===== config.mk =====
export PLATFORM = sky130hd
export DESIGN_NAME = next_pc_predictor
export DESIGN_NICKNAME = d
export VERILOG_FILES = /design/src/rtl/next_pc_predictor.sv
export SDC_FILE = /design/constraint.sdc
export NUM_CORES = 1
export LEC_CHECK = 0
export CAP_MARGIN = 20
export CORE_MARGIN = 2
export CORE_UTILIZATION = 50
export CTS_CLUSTER_SIZE = 14
export DETAILED_ROUTE_END_ITERATION = 10
export PLACE_DENSITY = 0.83
export RECOVER_POWER = 50
export SYNTH_ARGS = -nofsm -noshare
export SYNTH_HDL_FRONTEND = slang
export SYNTH_SLANG_ARGS = --single-unit

===== constraint.sdc =====
create_clock -name clk -period 11.4 [get_ports clk]
set_clock_uncertainty 0.15 [all_clocks]
set_input_delay 1.71 -clock clk [delete_from_list [all_inputs] [get_ports clk]]
set_output_delay 1.71 -clock clk [all_outputs]
set_load 0.02 [all_outputs]

===== src/rtl/next_pc_predictor.sv =====
// Fetch PC register with EX-stage redirect and an optional direct-mapped BTB.
// Define NPC_BTB_PREDICT_EN to build the BTB; otherwise fetch always predicts pc+4.
module next_pc_predictor #(
  parameter int              XLEN      = 32,
  parameter int              BTB_DEPTH = 16,
  parameter logic [XLEN-1:0] RESET_PC  = '0
) (
  input  logic            clk,
  input  logic            rst,
  input  logic            stall,
  input  logic            ex_valid,
  input  logic [XLEN-1:0] ex_pc,
  input  logic [2:0]      ex_npcop,
  input  logic            ex_taken,
  input  logic [XLEN-1:0] ex_imm,
  input  logic [XLEN-1:0] ex_aluout,
  input  logic            ex_pred_taken,
  input  logic [XLEN-1:0] ex_pred_target,
  output logic [XLEN-1:0] pc,
  output logic            pred_taken,
  output logic [XLEN-1:0] pred_target,
  output logic            flush
);

  localparam logic [2:0] OP_BRANCH = 3'b001;
  localparam logic [2:0] OP_JUMP   = 3'b010;
  localparam logic [2:0] OP_JALR   = 3'b100;

  if (BTB_DEPTH < 2 || (BTB_DEPTH & (BTB_DEPTH - 1)) != 0) begin : g_bad_depth
    $error("BTB_DEPTH must be a power of two and at least 2");
  end

  logic            is_branch;
  logic            is_jump;
  logic            is_jalr;
  logic            actual_taken;
  logic [XLEN-1:0] actual_target;
  logic [XLEN-1:0] ex_seq_pc;
  logic [XLEN-1:0] pc_d;
  logic [XLEN-1:0] pc_q;

  // Resolve the EX instruction; unknown op codes behave as sequential flow.
  always_comb begin
    is_branch    = (ex_npcop == OP_BRANCH);
    is_jump      = (ex_npcop == OP_JUMP);
    is_jalr      = (ex_npcop == OP_JALR);
    ex_seq_pc    = ex_pc + XLEN'(4);
    actual_taken = ex_valid & ((is_branch & ex_taken) | is_jump | is_jalr);
    if (is_branch || is_jump) begin
      actual_target = ex_pc + ex_imm;
    end else if (is_jalr) begin
      actual_target = ex_aluout & ~XLEN'(1);
    end else begin
      actual_target = ex_seq_pc;
    end
    flush = ex_valid & ((actual_taken != ex_pred_taken) |
                        (actual_taken & (actual_target != ex_pred_target)));
  end

  // A redirect must win over stall so the wrong-path fetch is never held.
  always_comb begin
    pc_d = pc_q + XLEN'(4);
    if (flush) begin
      pc_d = actual_taken ? actual_target : ex_seq_pc;
    end else if (stall) begin
      pc_d = pc_q;
    end else if (pred_taken) begin
      pc_d = pred_target;
    end
  end

  always_ff @(posedge clk) begin
    if (rst) begin
      pc_q <= RESET_PC;
    end else begin
      pc_q <= pc_d;
    end
  end

  assign pc = pc_q;

`ifdef NPC_BTB_PREDICT_EN
  localparam int IDX_W = $clog2(BTB_DEPTH);
  localparam int TAG_W = XLEN - IDX_W - 2;

  logic [BTB_DEPTH-1:0] btb_valid_q;
  logic [BTB_DEPTH-1:0] btb_valid_d;
  logic [BTB_DEPTH-1:0] btb_jump_q;
  logic [TAG_W-1:0]     btb_tag_q    [BTB_DEPTH];
  logic [XLEN-1:0]      btb_target_q [BTB_DEPTH];
  logic [1:0]           btb_ctr_q    [BTB_DEPTH];

  logic             is_ctrl;
  logic [IDX_W-1:0] rd_idx;
  logic [TAG_W-1:0] rd_tag;
  logic             rd_hit;
  logic [IDX_W-1:0] wr_idx;
  logic [TAG_W-1:0] wr_tag;
  logic             wr_hit;
  logic             wr_en;
  logic             wr_jump;
  logic [1:0]       wr_ctr;
  logic [XLEN-1:0]  wr_target;

  always_comb begin
    rd_idx      = pc_q[IDX_W+1:2];
    rd_tag      = pc_q[XLEN-1:IDX_W+2];
    rd_hit      = btb_valid_q[rd_idx] && (btb_tag_q[rd_idx] == rd_tag);
    pred_taken  = rd_hit && (btb_jump_q[rd_idx] || btb_ctr_q[rd_idx][1]);
    pred_target = pred_taken ? btb_target_q[rd_idx] : pc_q + XLEN'(4);
  end

  // Train on every resolved control op; a not-taken miss leaves the table alone.
  always_comb begin
    is_ctrl     = is_branch | is_jump | is_jalr;
    wr_idx      = ex_pc[IDX_W+1:2];
    wr_tag      = ex_pc[XLEN-1:IDX_W+2];
    wr_hit      = btb_valid_q[wr_idx] && (btb_tag_q[wr_idx] == wr_tag);
    wr_en       = 1'b0;
    wr_jump     = btb_jump_q[wr_idx];
    wr_ctr      = btb_ctr_q[wr_idx];
    wr_target   = btb_target_q[wr_idx];
    btb_valid_d = btb_valid_q;
    if (ex_valid && is_ctrl) begin
      if (wr_hit) begin
        wr_en = 1'b1;
        if (actual_taken) begin
          wr_target = actual_target;
          if (wr_ctr != 2'd3) wr_ctr = wr_ctr + 2'd1;
        end else if (wr_ctr != 2'd0) begin
          wr_ctr = wr_ctr - 2'd1;
        end
      end else if (actual_taken) begin
        wr_en               = 1'b1;
        wr_target           = actual_target;
        wr_jump             = is_jump | is_jalr;
        wr_ctr              = wr_jump ? 2'd3 : 2'd2;
        btb_valid_d[wr_idx] = 1'b1;
      end
    end
  end

  always_ff @(posedge clk) begin
    if (rst) begin
      btb_valid_q <= '0;
    end else begin
      btb_valid_q <= btb_valid_d;
    end
  end

  always_ff @(posedge clk) begin
    if (!rst && wr_en) begin
      btb_tag_q[wr_idx]    <= wr_tag;
      btb_target_q[wr_idx] <= wr_target;
      btb_ctr_q[wr_idx]    <= wr_ctr;
      btb_jump_q[wr_idx]   <= wr_jump;
    end
  end
`else
  always_comb begin
    pred_taken  = 1'b0;
    pred_target = pc_q + XLEN'(4);
  end
`endif

endmodule


Word level (Yosys, flattened, before mapping)
Index checks and enable logic that the tools add are counted.
{"block": "word_totals", "reg_bits": 32, "inputBits": 137, "output_inout_bits": 66, "word_cells": 23}
{"block": "op_classes", "addsub": 3, "eq_ne": 6, "mux": 5, "n_bitwise": 7, "n_reduce_logical": 1}
{"operator": "two-way mux 32 bit", "n": 5}
{"operator": "adder 32 x 3 -> 32 bit, second input constant", "n": 2}
{"operator": "adder 32 bit", "n": 1}
{"operator": "inequality test 32 bit", "n": 1}
{"operator": "AND 1 bit", "n": 4}
{"operator": "== test 3 x 1 -> 1 bit, second input constant", "n": 1}
{"operator": "== test 3 x 2 -> 1 bit, second input constant", "n": 1}
{"operator": "== test 3 bit, second input constant", "n": 1}
{"operator": "OR 1 bit", "n": 3}
{"operator": "inequality test 2 x 1 -> 1 bit, second input constant", "n": 1}
{"operator": "logical OR 1 bit", "n": 1}
{"operator": "inequality test 1 bit", "n": 1}

Longest topological paths before layout
{"block": "depth", "depth_word": 9, "mapped_depth": 17, "mapped_depth_nobuf": 15}

Worst setup path before layout
No wires, ideal clock.
{"block": "synth_path", "path_type": "input port to output port", "startpoint": "input port ex_pc[0]", "endpoint": "output port flush", "arrival_ns": 5.284, "required_time_ns": 9.540, "setup_slack_ns": 4.256, "cell_stages": 15, "n_path_buf": 1, "cell_sequence": "ha_1 inv_1 fa_1 and2b_1 o2111ai_2 a2111oi_4 or3_4 a21boi_4 nor4b_1 a211o_1 or4_1 or4_4 nor4_4 a21oi_2 buf_6"}
{"block": "synth_between", "elab_chain_cells": 7, "word_cells_on_any_way": 8, "classes_between": "add/sub: 2; eq/ne: 1; mux: 2; bitwise: 3"}
{"item": "from (decl)", "line_no": "12", "text": "input logic [XLEN-1:0] ex_pc,"}
{"item": "adder 32 x 3 -> 32 bit", "line_no": "47", "text": "ex_seq_pc = ex_pc + XLEN'(4);"}
{"item": "two-way mux 32 bit", "line_no": "51", "text": "end else if (is_jalr) begin"}
{"item": "two-way mux 32 bit (*)", "line_no": "49", "text": "if (is_branch || is_jump) begin"}
{"item": "inequality test 32 bit (*)", "line_no": "57", "text": "(actual_taken & (actual_target != ex_pred_target)));"}
{"item": "AND 1 bit (*)", "line_no": "57"}
{"item": "OR 1 bit (*)", "line_no": "56", "text": "flush = ex_valid & ((actual_taken != ex_pred_taken) |"}
{"item": "AND 1 bit (*)", "line_no": "56"}
{"item": "to (decl)", "line_no": "22", "text": "output logic flush"}
Every way passes the cells marked *; elsewhere a longest branch is shown, timed or not.

Worst setup path in the final report
Same ends and word-level chain as after synthesis.

==> metrics.md <==
| Metric | Value |
|---|---|
| Die Y | 125 um |
| Post-synth top area share | 8.80% |
| CTS tree | done |
| Via count | 9047 |
| Antenna cells | 0 |
| Synth Flop Type | dfxtp_1 |
| Worst Slack Setup Final | 2.61 ns |
| Post-synth top area cell | dfxtp_1 |
| Leak pwr | 3.56 nW |
| DR WL/cell | 19.5 um |
| Syn Nets | 1247 |
| Max incr delay on CP | 0.56 ns |
| Cts hold-fix bufs | 0 |
| Fill count | 1329 |
| Crit start category | input pin |
| Final net count | 1400 |
| Ratio of final minimum period to clock period | 77.1% |
| FF+latch count, synth | 32 |
| Crit path cell chain | clkdlybuf4s50_1, ha_1, inv_1, fa_1, and2b_1, o2111ai_2, a2111oi_4, or3_4, a21boi_4, nor4b_1, a211o_1, or4_1, or4_4, nor4_4, a21oi_2, buf_4, clkdlybuf4s50_1 |
| WL final | 27.6 mm |
| FF-to-FF Start | pc[2] |
| Die footprint | 15500 sq um |
| Global route overflow | 0 |
| Pin count of the biggest net entering global routing | 56 |
| Max-Cap Viols | 0 |
| Max reg flops | 32 |
| Fraction of layout cells with a size suffix above 1 | 5.53% |
| Worst-Skew Late Latency | 0.28 ns |
| Met3 Track Usage GR | 4.12% |
| F_max | 114 MHz |
| Max transition margin | 35.4% |
| Detail Route Antenna Nets | 0 |
| Fin util | 65.8% |
| Mapped Avg Cell Area | 6.77 sq um |
| Async set-reset flop share out of synthesis | 0% |
| Final setup TNS | 0 ns |
| Place WS | 2.67 ns |
| Delay-heaviest family, CP | simple AND/OR/NAND/NOR gates |
| Fin crit period | 8.79 ns |
| Beginning of the worst hold path | pc[1] |
| Crit path kind | input pin to primary output |
| EDFF count, synth | 0 |
| Synth warn | 0 |
| Busiest grt layer | met2 |
| Combinational power share | 63.0% |
| Post-CTS Setup Bufs | 0 |
| Placer Congestion | 0.986 |
| Met1 GRT Util | 48.3% |
| Area growth syn-to-layout | 29.9% |
| Final Hold Viols | 0 |
| CTS Buf Count | 5 |
| Drt first-iter violations | 912 |
| Max IR drop VDD | 57.5 uV |
| Mapped Cells | 1076 |
| Worst-path clk slew | 0.05 ns |
| Core area | 14400 sq um |
| CP endpoint kind | primary output |
| Hold WS | 0.418 ns |
| Post-DP HPWL | 22.2 mm |
| CP max-delay cell | clkdlybuf4s50_1 |
| Final setup violation count | 0 |
| Longest Clk Path Bufs | 2 |
| CP Buf/Inv Count | 4 |
| Top post-synthesis cells by area | dfxtp_1 (8.8%), xnor2_1 (8.4%), a21oi_1 (6.3%), ha_1 (5.7%), xor2_1 (5.5%) |
| Clk root buf | clkbuf_16 |
| Row cnt | 44 |
| GRT met2 Usage | 53.6% |
| RSZ-0062 raised after global routing | no |
| Initial antenna violation count | 0 |
| Switching Share | 44.7% |
| Worst endpoint required time | 9.54 ns |
| Seq pwr share | 19.1% |
| Critical path startpoint | ex_pc[0] |
| IO Count | 203 |
| Crit path top cell by count | clkdlybuf4s50_1 |
| Post-DR vias/cell | 6.40 |
| Commonest non-fill, non-tap cells in the layout | clkdlybuf4s50_1 (152), nor2_1 (101), nand2_1 (99), a21oi_1 (92), xnor2_1 (70) |
| Seq/Total Area, Yosys | 8.80% |
| NetSw | 0.000313 W |
| Htree depth | 2 |
| Tightest Pin Transition | 0.966 ns |
| Initial core utilization | 50.7% |
| Drt first pass iters | 7 |
| Clock group share of total power | 17.9% |
| Tot GR Track Use | 34.2% |
| Mapped Area | 7280 sq um |
| Final Max Slew Viols | 0 |
| DRC viols | 0 |
| Status | complete, no violations |
| Post-CTS sizing | 0 |
| Num Clock Sinks | 32 |
| Int Power | 0.000388 W |
| PortBufs | 200 |
| Pwr dens | 74.1 nW/um^2 |
| Commonest non-fill, non-tap cell in the layout | clkdlybuf4s50_1 |
| Worst hold path type | flop to flop |
| Synth cell types | 88 |
| CP max FO | 17 |
| Crit path DAT | 6.93 ns |
| Vias in the first global route | 8067 |
| Die X | 125 um |
| First-pass GRT wire length | 43.3 mm |
-- stage by stage --
stage	area [sq um]	instances	power (W)
2_1_floorplan	7280	1076	0.000405
3_3_place_gp	9320	1406	0.000568
3_5_place_dp	9320	1406	0.000572
4_1_cts	9450	1413	0.000698
5_1_grt	9450	1413	0.000741
6_report	9450	1413	0.000701
-- cell type report --
type	instances	area (sq um)	share of cell area, %
Clock buffer	6	129	1.36
Clock inverter	1	5.00	0.0529
Inverter	24	90.1	0.953
Multi-Input combinational cell	955	6270	66.4
Sequential cell	32	641	6.78
Tap cell	184	230	2.44
Timing Repair Buffer	211	2080	22.0
-- tightest hold or removal path: stages, from the launching register on --
cell,delay (ns)
dfxtp_1,0.31
a21oi_1,0.15
a211oi_2,0.06
-- synth_stat cells (7+ instances only) --
| cell | n |
|---|---|
| a211oi_1 | 9 |
| a211oi_2 | 7 |
| a21o_1 | 29 |
| a21oi_1 | 92 |
| a31o_2 | 8 |
| a31oi_1 | 13 |
| and2_1 | 8 |
| and3_1 | 20 |
| buf_2 | 15 |
| clkbuf_1 | 41 |
| dfxtp_1 | 32 |
| ha_1 | 33 |
| inv_1 | 24 |
| mux2i_1 | 14 |
| nand2_1 | 99 |
| nand2b_1 | 7 |
| nand3_1 | 55 |
| nand4_1 | 25 |
| nand4b_1 | 7 |
| nor2_1 | 102 |
| nor3_1 | 42 |
| nor4_1 | 17 |
| o211ai_1 | 8 |
| o21a_1 | 12 |
| o21ai_0 | 58 |
| o221ai_1 | 7 |
| o22ai_1 | 7 |
| o31ai_1 | 7 |
| o32ai_1 | 8 |
| or2_2 | 7 |
| or3_1 | 13 |
| xnor2_1 | 70 |
| xor2_1 | 46 |
-- power groups by stage --
stage                     Combinational [W]  Sequential, W  Clock [W]
final                              0.000441       0.000134   0.000125
after CTS                          0.000437       0.000135   0.000126
after floorplan                    0.000260       0.000145          0
after global routing               0.000474       0.000136   0.000130
after detailed placement           0.000435       0.000137          0
after global placement             0.000431       0.000136          0
-- cells by family (layout without fill, tap and decap cells) --
| family | Yosys count | in the layout | share of synthesized area, % |
|---|---|---|---|
| multiplexers | 18 | 18 | 2.54 |
| adder cells (fa/ha/maj) | 34 | 34 | 5.95 |
| flip-flops | 32 | 32 | 8.80 |
| AO/OA/AOI/OAI | 338 | 338 | 31.9 |
| AND/OR/NAND/NOR | 448 | 448 | 31.7 |
| other | 1 | 1 | 0.0515 |
| XOR/XNOR | 116 | 116 | 14.0 |
| buffers and inverters | 89 | 242 | 5.12 |
-- per-layer routing --
layer  vias up  wire (um)
li1       4336          -
met5         -          0
met1      4169      11600
met3        61       2860
met2       481      12200
met4         0        931
-- worst paths after layout --
kind | endpoint | slack (ns) | cells after the start
setup / recovery | flush | 2.61 | 17
hold / removal | pc[1] | 0.42 | 2
setup reg to reg | pc[30] | 8.00 | 13
hold reg to reg | pc[1] | 0.42 | 2
(Power assumes the default switching activity.)
